**src/rtl/id_ex_stage.sv**
```systemverilog
// ID/EX pipeline register for the 5-stage RV32I core: operand capture, load-use bubble, flush, stall counter.
// Optional WB_BYPASS_EN forwards the WB write data into the captured operands.
module id_ex_stage #(
  parameter int unsigned XLEN            = 32,
  parameter int unsigned REG_ADDR_WIDTH  = 5,
  parameter int unsigned CTRL_WIDTH      = 8,
  parameter int unsigned STALL_CNT_WIDTH = 16
) (
  input  logic                       clk,
  input  logic                       rst,
  input  logic                       id_valid,
  input  logic [XLEN-1:0]            id_pc,
  input  logic [REG_ADDR_WIDTH-1:0]  id_rs1_addr,
  input  logic [REG_ADDR_WIDTH-1:0]  id_rs2_addr,
  input  logic [REG_ADDR_WIDTH-1:0]  id_rd_addr,
  input  logic                       id_uses_rs1,
  input  logic                       id_uses_rs2,
  input  logic [XLEN-1:0]            id_imm,
  input  logic [CTRL_WIDTH-1:0]      id_ctrl,
  input  logic                       id_mem_read,
  input  logic                       id_reg_write,
  input  logic [XLEN-1:0]            rf_data_rs1,
  input  logic [XLEN-1:0]            rf_data_rs2,
  input  logic                       wb_reg_write,
  input  logic [REG_ADDR_WIDTH-1:0]  wb_rd_addr,
  input  logic [XLEN-1:0]            wb_rd_data,
  input  logic                       flush_ex,
  output logic                       stall_id,
  output logic                       ex_valid,
  output logic [XLEN-1:0]            ex_pc,
  output logic [XLEN-1:0]            ex_imm,
  output logic [REG_ADDR_WIDTH-1:0]  ex_rs1_addr,
  output logic [REG_ADDR_WIDTH-1:0]  ex_rs2_addr,
  output logic [REG_ADDR_WIDTH-1:0]  ex_rd_addr,
  output logic [XLEN-1:0]            ex_rs1_data,
  output logic [XLEN-1:0]            ex_rs2_data,
  output logic [CTRL_WIDTH-1:0]      ex_ctrl,
  output logic                       ex_mem_read,
  output logic                       ex_reg_write,
  output logic [STALL_CNT_WIDTH-1:0] stall_cnt
);

  logic            load_use;
  logic [XLEN-1:0] rs1_sel;
  logic [XLEN-1:0] rs2_sel;

  always_comb begin
    load_use = ex_valid && ex_mem_read && (ex_rd_addr != '0) && id_valid &&
               ((id_uses_rs1 && (id_rs1_addr == ex_rd_addr)) ||
                (id_uses_rs2 && (id_rs2_addr == ex_rd_addr)));
  end

  assign stall_id = load_use && !flush_ex;

  always_comb begin
    rs1_sel = (id_rs1_addr == '0) ? '0 : rf_data_rs1;
    rs2_sel = (id_rs2_addr == '0) ? '0 : rf_data_rs2;
`ifdef WB_BYPASS_EN
    // wb_rd_addr != 0 already excludes x0, so the zero forcing above stays intact
    if (wb_reg_write && (wb_rd_addr != '0) && (wb_rd_addr == id_rs1_addr))
      rs1_sel = wb_rd_data;
    if (wb_reg_write && (wb_rd_addr != '0) && (wb_rd_addr == id_rs2_addr))
      rs2_sel = wb_rd_data;
`endif
  end

`ifndef WB_BYPASS_EN
  logic unused_wb;
  assign unused_wb = ^{wb_reg_write, wb_rd_addr, wb_rd_data};
`endif

  always_ff @(posedge clk) begin
    if (rst || flush_ex || load_use) begin
      ex_valid     <= 1'b0;
      ex_pc        <= '0;
      ex_imm       <= '0;
      ex_rs1_addr  <= '0;
      ex_rs2_addr  <= '0;
      ex_rd_addr   <= '0;
      ex_rs1_data  <= '0;
      ex_rs2_data  <= '0;
      ex_ctrl      <= '0;
      ex_mem_read  <= 1'b0;
      ex_reg_write <= 1'b0;
    end else begin
      ex_valid     <= id_valid;
      ex_pc        <= id_pc;
      ex_imm       <= id_imm;
      ex_rs1_addr  <= id_rs1_addr;
      ex_rs2_addr  <= id_rs2_addr;
      ex_rd_addr   <= id_rd_addr;
      ex_rs1_data  <= rs1_sel;
      ex_rs2_data  <= rs2_sel;
      ex_ctrl      <= id_ctrl;
      ex_mem_read  <= id_mem_read && id_valid;
      ex_reg_write <= id_reg_write && id_valid;
    end
  end

  always_ff @(posedge clk) begin
    if (rst)
      stall_cnt <= '0;
    else if (stall_id && (stall_cnt != '1))
      stall_cnt <= stall_cnt + 1'b1;
  end

endmodule
```
**config.mk**
```make
export PLATFORM = sky130hd
export DESIGN_NAME = id_ex_stage
export DESIGN_NICKNAME = d
export VERILOG_FILES = /design/src/rtl/id_ex_stage.sv
export SDC_FILE = /design/constraint.sdc
export NUM_CORES = 1
export LEC_CHECK = 0
export CORE_AREA = 2 2 142 144
export DETAILED_ROUTE_END_ITERATION = 8
export DIE_AREA = 0 0 144 146
export HOLD_SLACK_MARGIN = 0.03
export PLACE_DENSITY = 0.76
export SLEW_MARGIN = 20
export SYNTH_ARGS = -nofsm -noshare
export SYNTH_HDL_FRONTEND = slang
export SYNTH_SLANG_ARGS = --single-unit
```
**constraint.sdc**
```tcl
create_clock -name clk -period 3.1 [get_ports clk]
set_clock_uncertainty 0.1 [all_clocks]
set_input_delay 0.775 -clock clk [delete_from_list [all_inputs] [get_ports clk]]
set_output_delay 0.775 -clock clk [all_outputs]
set_load 0.005 [all_outputs]
```
### After elaboration in Yosys (flattened, before gate mapping)

Cells that the tools add are included.

* bits of input ports: 197
* flip-flop bits (word level): 170
* word-level logic and storage cells: 35
* output and inout bits: 171

* equality and inequality tests: 3
* add/subtract/negate cells: 1
* reductions and logical operators: 19

Operators by type and width (count)
* $add 16x1->16 const B: 1
* $ne 16x16->1 const B: 1
* $eq 5x5->1: 2
* $logic_and 1x1->1: 10
* $logic_not 5->1: 2
* $reduce_bool 5->1: 1
* $reduce_or 2->1: 2
* $logic_or 1x1->1: 3
* $logic_not 1->1: 1

### Logic depth before layout (Yosys ltp)

Gate-level depths: netlist of run 1.

* depth in word-level cells: 6
* depth in mapped cells: 8
* gate-level depth less buffers: 6

### Worst setup path before layout of run 1

OpenSTA, ideal clock, no wires.

* path kind: input to output
* start: input id_rs1_addr[3]
* end: output stall_id
* arrival: 1.834 ns
* data required time: 2.225 ns
* path buffers: 2
* slack: 0.391 ns
* cell stages on the path: 6
* cells stage by stage: xor2_1 nor4_2 a32oi_1 buf_6 buf_6 nor3_1

* cells in the longest elaborated chain, start to end: 5

RTL lines
* from (decl): line 13 `input logic [REG_ADDR_WIDTH-1:0] id_rs1_addr,`
* $eq 5x5->1: line 49 `((id_uses_rs1 && (id_rs1_addr == ex_rd_addr)) ||`
* $logic_and 1x1->1: line 49
* $logic_or 1x1->1: line 49
* $logic_and 1x1->1: line 48 `load_use = ex_valid && ex_mem_read && (ex_rd_addr != '0) && id_valid &&`
* $logic_and 1x1->1: line 53 `assign stall_id = load_use && !flush_ex;`
* to (decl): line 28 `output logic stall_id,`

Every way passes these cells.

### Worst setup path in the final report of run 1

* start: input id_rs2_addr[4]
* end: output stall_id

* cells in the longest elaborated chain, start to end: 5

RTL lines
* from (decl): line 14 `input logic [REG_ADDR_WIDTH-1:0] id_rs2_addr,`
* $eq 5x5->1: line 50 `(id_uses_rs2 && (id_rs2_addr == ex_rd_addr)));`
* $logic_and 1x1->1: line 50
* $logic_or 1x1->1: line 49
* $logic_and 1x1->1: line 48
* $logic_and 1x1->1: line 53

Every way passes these cells.

==> flow_summary.toml, run 1 <==
[placement]
dp_hpwl_um = 12960
placed_area_um2 = 8980
portBuffers = 329
place.gp.congestion = 0.7770

[finish]
drive_above_1_share = 0.08585
num-nets-final = 1012
area_delta_synth_final_pct = 81.29
seq_area_um2 = 3403
fillers = 1727
multi_input_area_um2 = 1727
fin_area_um2 = 9554
post-route-util = 0.4941

[worst_hold_path]
min_path_cells = 2
hold_start = "stall_cnt[1]"
hp-class = "reg -> reg"
min_to = "stall_cnt[1]"

[logic_synthesis]
ys_seq_area_frac = 0.6458
synth.area.top_cells = "dfxtp_1, and2_1, and3_1"
ys.warnings.count = 0
synth_edf_count = 0
avgSynthCellArea_um2 = 11.19
synthCells = 471
synthDistinctLibCells = 39
synthesis.area_um2 = 5270
ys.flop_type = "dfxtp_1"
ys_ff_latch = 170
synth_nets = 669
synth_top_area_frac = 0.6458
synthArstFlopShare = 0
yosys.area.top_type = "dfxtp_1"

[drt]
drc = 0
wire_per_inst_um = 15.36
via_count = 4609
initialDrtViolationCount = 159
wirelength_um = 16790
via_per_inst = 4.217
drt_pass1_iterations = 5
antenna_left = 0

[pwr]
ir_drop_uv = 351.5
powerDensity_nw_per_um2 = 505.5
power_leakage_nw = 3.842

[sta]
min_period_ns = 3.002
finalHoldViolCount = 0
worst_pin_slew_ns = 0.3022
fin_crit_sh = 0.9685
rsz0062_at_grt = "false"
setup_viol = 0
whs_ns = 0.4110
max_freq_ghz = 0.3331
maxSlewHeadroom = 0.7959
maxSlewViolCount = 0

[die]
pin_count = 368
die-area_um2 = 21020
initial_core_util = 0.2726
core-area_um2 = 19330
num_rows = 51
die_h_um = 146
chipWidth_um = 144

[grt]
track_usage = 0.1609
gr-usage-met2 = 0.2788
grt_pass1_wl_um = 25470
grtUsageMet1 = 0.1727
grt_start_max_net_pins = 55
grt_pass1_vias = 4654
antenna_found_initial = 2
top_usage_layer = "met2"
grt.overflow.total = 0
grt.met3_usage = 0.07733

[worst_setup_path]
path_buf_inv = 2
critical_path_class = "in -> out"
crit_chain = "clkdlybuf4s50_1, xor2_1, nor4_2, a32oi_2, nor3_2, buf_2"
r2r_slack_ns = 0.78
slowest_stage = "clkdlybuf4s50_1"
rr_startpoint = "ex_rd_addr[1]"
crit_fanout = 2
cp.required_ns = 2.22
r2r-end = "stall_cnt[14]"
end_kind = "output port"
arrival_ns = 2.13
max_stage_delay_ns = 0.44
ff2ff_path_depth = 7
cp-start-kind = "input pin"
cp_top_family = "buffers and inverters"

[run]
maxCapViolCount = 0

[status]
status = "completed"

[clocking]
cts-root-buf = "clkbuf_16"
numCtsBuffers = 17
clkSlewWorstSetupHoldPaths_ns = 0.07
tritoncts = "yes"
clk_latency_ns = 0.42
htree_levels = 4
clk_path_buf_depth = 2
cts_sinks = 170
cts_hold_buffers = 0
## cell usage after synthesis, drive strengths merged (2+ instances only)
cell,n
a21oi,11
and2,91
and3,68
and4,2
buf,6
clkbuf,26
dfxtp,170
inv,3
mux2,2
nand2,10
nand3,7
nand3b,2
nand4,6
nor2,6
nor2b,2
nor3,5
nor4,5
o21a,3
o21ai,2
o31ai,9
or2,2
or3,3
or4,12
xnor2,2
xor2,8
## final cells by class
class | instances | area share
diodes | 1 | 0.0002619
multi-input cells | 266 | 0.1807
inverters | 3 | 0.001179
well taps | 265 | 0.03470
repair buffers | 356 | 0.3686
flip-flops and latches | 170 | 0.3562
clock buffers | 18 | 0.04492
clock inverters | 14 | 0.01336
## kinds of logic after synthesis
kind of cell	count (synthesis)	synth area share
xor+xnor	10	0.01662
mux	3	0.006173
fa+ha+maj	1	0.002374
buf+inv	35	0.03157
flops	170	0.6458
compound gates	30	0.03846
simple gates	222	0.2590
## registers in the layout (all words and copies together) (netlist names)
| signal | flops |
|---|---|
| ex_imm | 32 |
| ex_pc | 32 |
| ex_rs1_data | 32 |
| ex_rs2_data | 32 |
| stall_cnt | 16 |
| ex_ctrl | 8 |
| ex_rd_addr | 5 |
| ex_rs1_addr | 5 |
| ex_rs2_addr | 5 |
| ex_mem_read | 1 |
| ex_reg_write | 1 |
| ex_valid | 1 |
## routing by layer
metal	vias to the layer above	wire length, um
li1	2284	-
met1	2078	6262
met2	228	8491
met3	17	1816
met4	2	206
met5	-	13
## worst max path at each step
stage,from,end,cells past startpoint
4_1_cts,id_rs2_addr[4],stall_id,6
3_5_place_dp,id_rs1_addr[3],stall_id,6
3_3_place_gp,id_rs1_addr[3],stall_id,6
2_1_floorplan,id_rs1_addr[3],stall_id,6
5_1_grt,id_rs2_addr[4],stall_id,6
6_report,id_rs2_addr[4],stall_id,6
## metrics by stage
| stage | TNS [ns] | power, W | setup WS [ns] | cells |
|---|---|---|---|---|
| after floorplan | 0 | 0.002442 | 0.3909 | 471 |
| after global placement | -0.5995 | 0.002845 | -0.5995 | 1059 |
| after detailed placement | -0.6238 | 0.002853 | -0.6009 | 1059 |
| after CTS | 0 | 0.004912 | 0.01309 | 1092 |
| after global routing | 0 | 0.005053 | 0.009193 | 1092 |
| final | 0 | 0.004830 | 0.09772 | 1093 |
## cells in the final DEF (no fill, tap or decap), drive strengths merged
cell type / instances
dfxtp: 170
o2bb2ai: 1
inv: 14
nor2: 6
dlygate4sd2: 5
diode: 1
or3: 3
mux2i: 1
ha: 1
buf: 28
o31a: 1
and3: 68
xor2: 8
clkdlybuf4s50: 323
clkinvlp: 1
xnor2: 2
o41ai: 1
clkinv: 2
a31o: 1
nand2: 10
or4: 12
o31ai: 9
and2: 91
o21a: 3
clkbuf: 18
a32oi: 1
nor3: 5
nand4: 6
nor2b: 2
a21oi: 11
nor4: 5
nand3: 7
o21ai: 2
and4: 2
or3b: 1
or2: 2
nand3b: 2
mux2: 2
## report_power, final
part           switching, W  internal [W]
combinational      0.000144      0.000366
sequential        0.0000231       0.00226
clock              0.000967       0.00107
## repair_timing
item                                    in CTS  in global routing
endpoints found under the setup margin       1                  1
setup buffers                                1                  0
pin swaps                                    3                  1
gates resized for setup                     12                  0
gates cloned                                 0                  0
## tightest hold or removal path, delay by kind of cell (launching register included)
kind | cells | cell delay (ns)
and+or+nand+nor | 1 | 0.06
DFF | 1 | 0.34
muxes | 1 | 0.06
Power figures use the tool's default switching activity.
==> run 2, diff against run 1 <==
--- a/config.mk
+++ b/config.mk
@@ -5,6 +5,7 @@
 export SDC_FILE = /design/constraint.sdc
 export NUM_CORES = 1
 export LEC_CHECK = 0
+export CAP_MARGIN = 5
 export CORE_AREA = 2 2 142 144
 export DETAILED_ROUTE_END_ITERATION = 8
 export DIE_AREA = 0 0 144 146
==> results of run 2 <==
No change in the layout: final DEF, timing and power equal those of run 1.
==> RTL change: new RTL, settings of run 1 <==
Build with the macro `WB_BYPASS_EN` defined.
--- a/src/rtl/id_ex_stage.sv
+++ b/src/rtl/id_ex_stage.sv
@@ -1,4 +1,6 @@
 // ID/EX pipeline register for the 5-stage RV32I core: operand capture, load-use bubble, flush, stall counter.
 // Optional WB_BYPASS_EN forwards the WB write data into the captured operands.
+`define WB_BYPASS_EN
+
 module id_ex_stage #(
   parameter int unsigned XLEN            = 32,
Formal check against the unedited RTL: not equivalent (Yosys sat finds a counterexample within 4 cycles, from zero or initial values and one cycle with rst high).
==> RTL change against run 1 <==
- design area grew 19%
- setup slack hardly changed
- power increased by 5.3%
- critical endpoint unchanged
- utilization up 9.3 points
- synthesized area grew 22%
- sequential cell count unchanged
- routed wire length grew 27%
==> RTL change: results (changes against run 1) <==
[routing]
drt-initial-drc-count=167  ; +5.0%
top_layer=met4
met3WireLength_mm=1.918  ; +5.6%
wl_met2_mm=10.63  ; +25%
dr.pass1.iters=4  ; -1

[cells_and_area]
nets=1212  ; +20%
insertedDiodeCount=0  ; -1
fillers=1635  ; -5.3%

[placed_design]
portBuffers=367  ; +12%
gp_congestion=0.8425  ; +8.4%

[yosys]
yosys-top-cells-area=dfxtp_1 53%, and2_1 8.6%, or3b_1 7.4%
synth.distinct_cells=49  ; +26%
syn_nets=813  ; +22%

[run_status]
status=complete, no violations

[global_route]
grt_use_met2_pct=35.14  ; +7.3 points
antenna_found_initial=0  ; -2
grt_pass1_wl_mm=32.22  ; +26%
grt_pass1_vias=5835  ; +25%
grt.total_usage_pct=19.99  ; +3.9 points
grt_use_met1_pct=22.34  ; +5.1 points
met3_usage_pct=7.108  ; -0.63 points
grt_max_degree=45  ; -18%

[setup_path]
cp-startpoint=id_rs1_addr[0]

[power]
p_seq_share_pct=45.1  ; -2.2 points
p_leak_nw=4.307  ; +12%
irDropWorstVdd_v=0.0003443  ; -2.0%
comb-power_uw=707  ; +39%

[timing]
slew_headroom_pct=43.87  ; -36 points

==> RTL change: path summary, 6_finish.rpt <==
check | to | slack [ns]
worst min-delay path | stall_cnt[1]$_SDFFE_PP0P_ | 0.42
worst max-delay path | stall_id | 0.1
worst max register to register | ex_pc[8]$_SDFF_PP0_ | 0.79
worst min register to register | stall_cnt[1]$_SDFFE_PP0P_ | 0.42
==> RTL change: through the flow <==
stage	total power, mW	setup slack, ns	std cells
final	5.085	0.09737	1292
after detailed placement	3.056	-0.4540	1260
after CTS	5.144	0.007977	1292
after global placement	3.047	-0.4482	1260
after floorplan	2.541	0.2970	615
after global routing	5.301	0.009700	1292
==> RTL change: cell families (layout without fill, tap and decap cells) <==
kind of cell | after synthesis | count (layout) | share of synthesized area, %
and+or+nand+nor | 286 | 286 | 28.16
muxes | 6 | 6 | 1.033
AOI/OAI and AO/OA | 90 | 90 | 11.21
buffers and inverters | 42 | 454 | 3.627
adders and majority gates | 1 | 1 | 0.1950
xor gates and xnor gates | 20 | 20 | 2.730
DFF | 170 | 170 | 53.04
==> RTL change: layout make-up <==
type                       count  area [um^2]  area share [%]
inverter                       5        18.77          0.1654
clock inverter                15        155.1           1.368
sequential                   170         3403           30.00
tap                          265        331.6           2.923
multi-input combinational    403         2829           24.94
clock buffer                  17        425.4           3.750
timing repair buffer         417         4182           36.86
==> RTL change: worst max-delay path: stages <==
cell and delay (ns):
dlygate4sd2_1 0.30, xor2_1 0.19, nor4_2 0.38, a32oi_4 0.10, nor2_2 0.16, clkdlybuf4s15_2 0.22
==> RTL change: repair_timing <==
item | in CTS | in global routing
setup endpoints to repair | 1 | 1
gates resized for setup | 11 | 5
endpoints found under the hold margin | 0 | 0
cloned | 0 | 0
pin swaps | 4 | 3
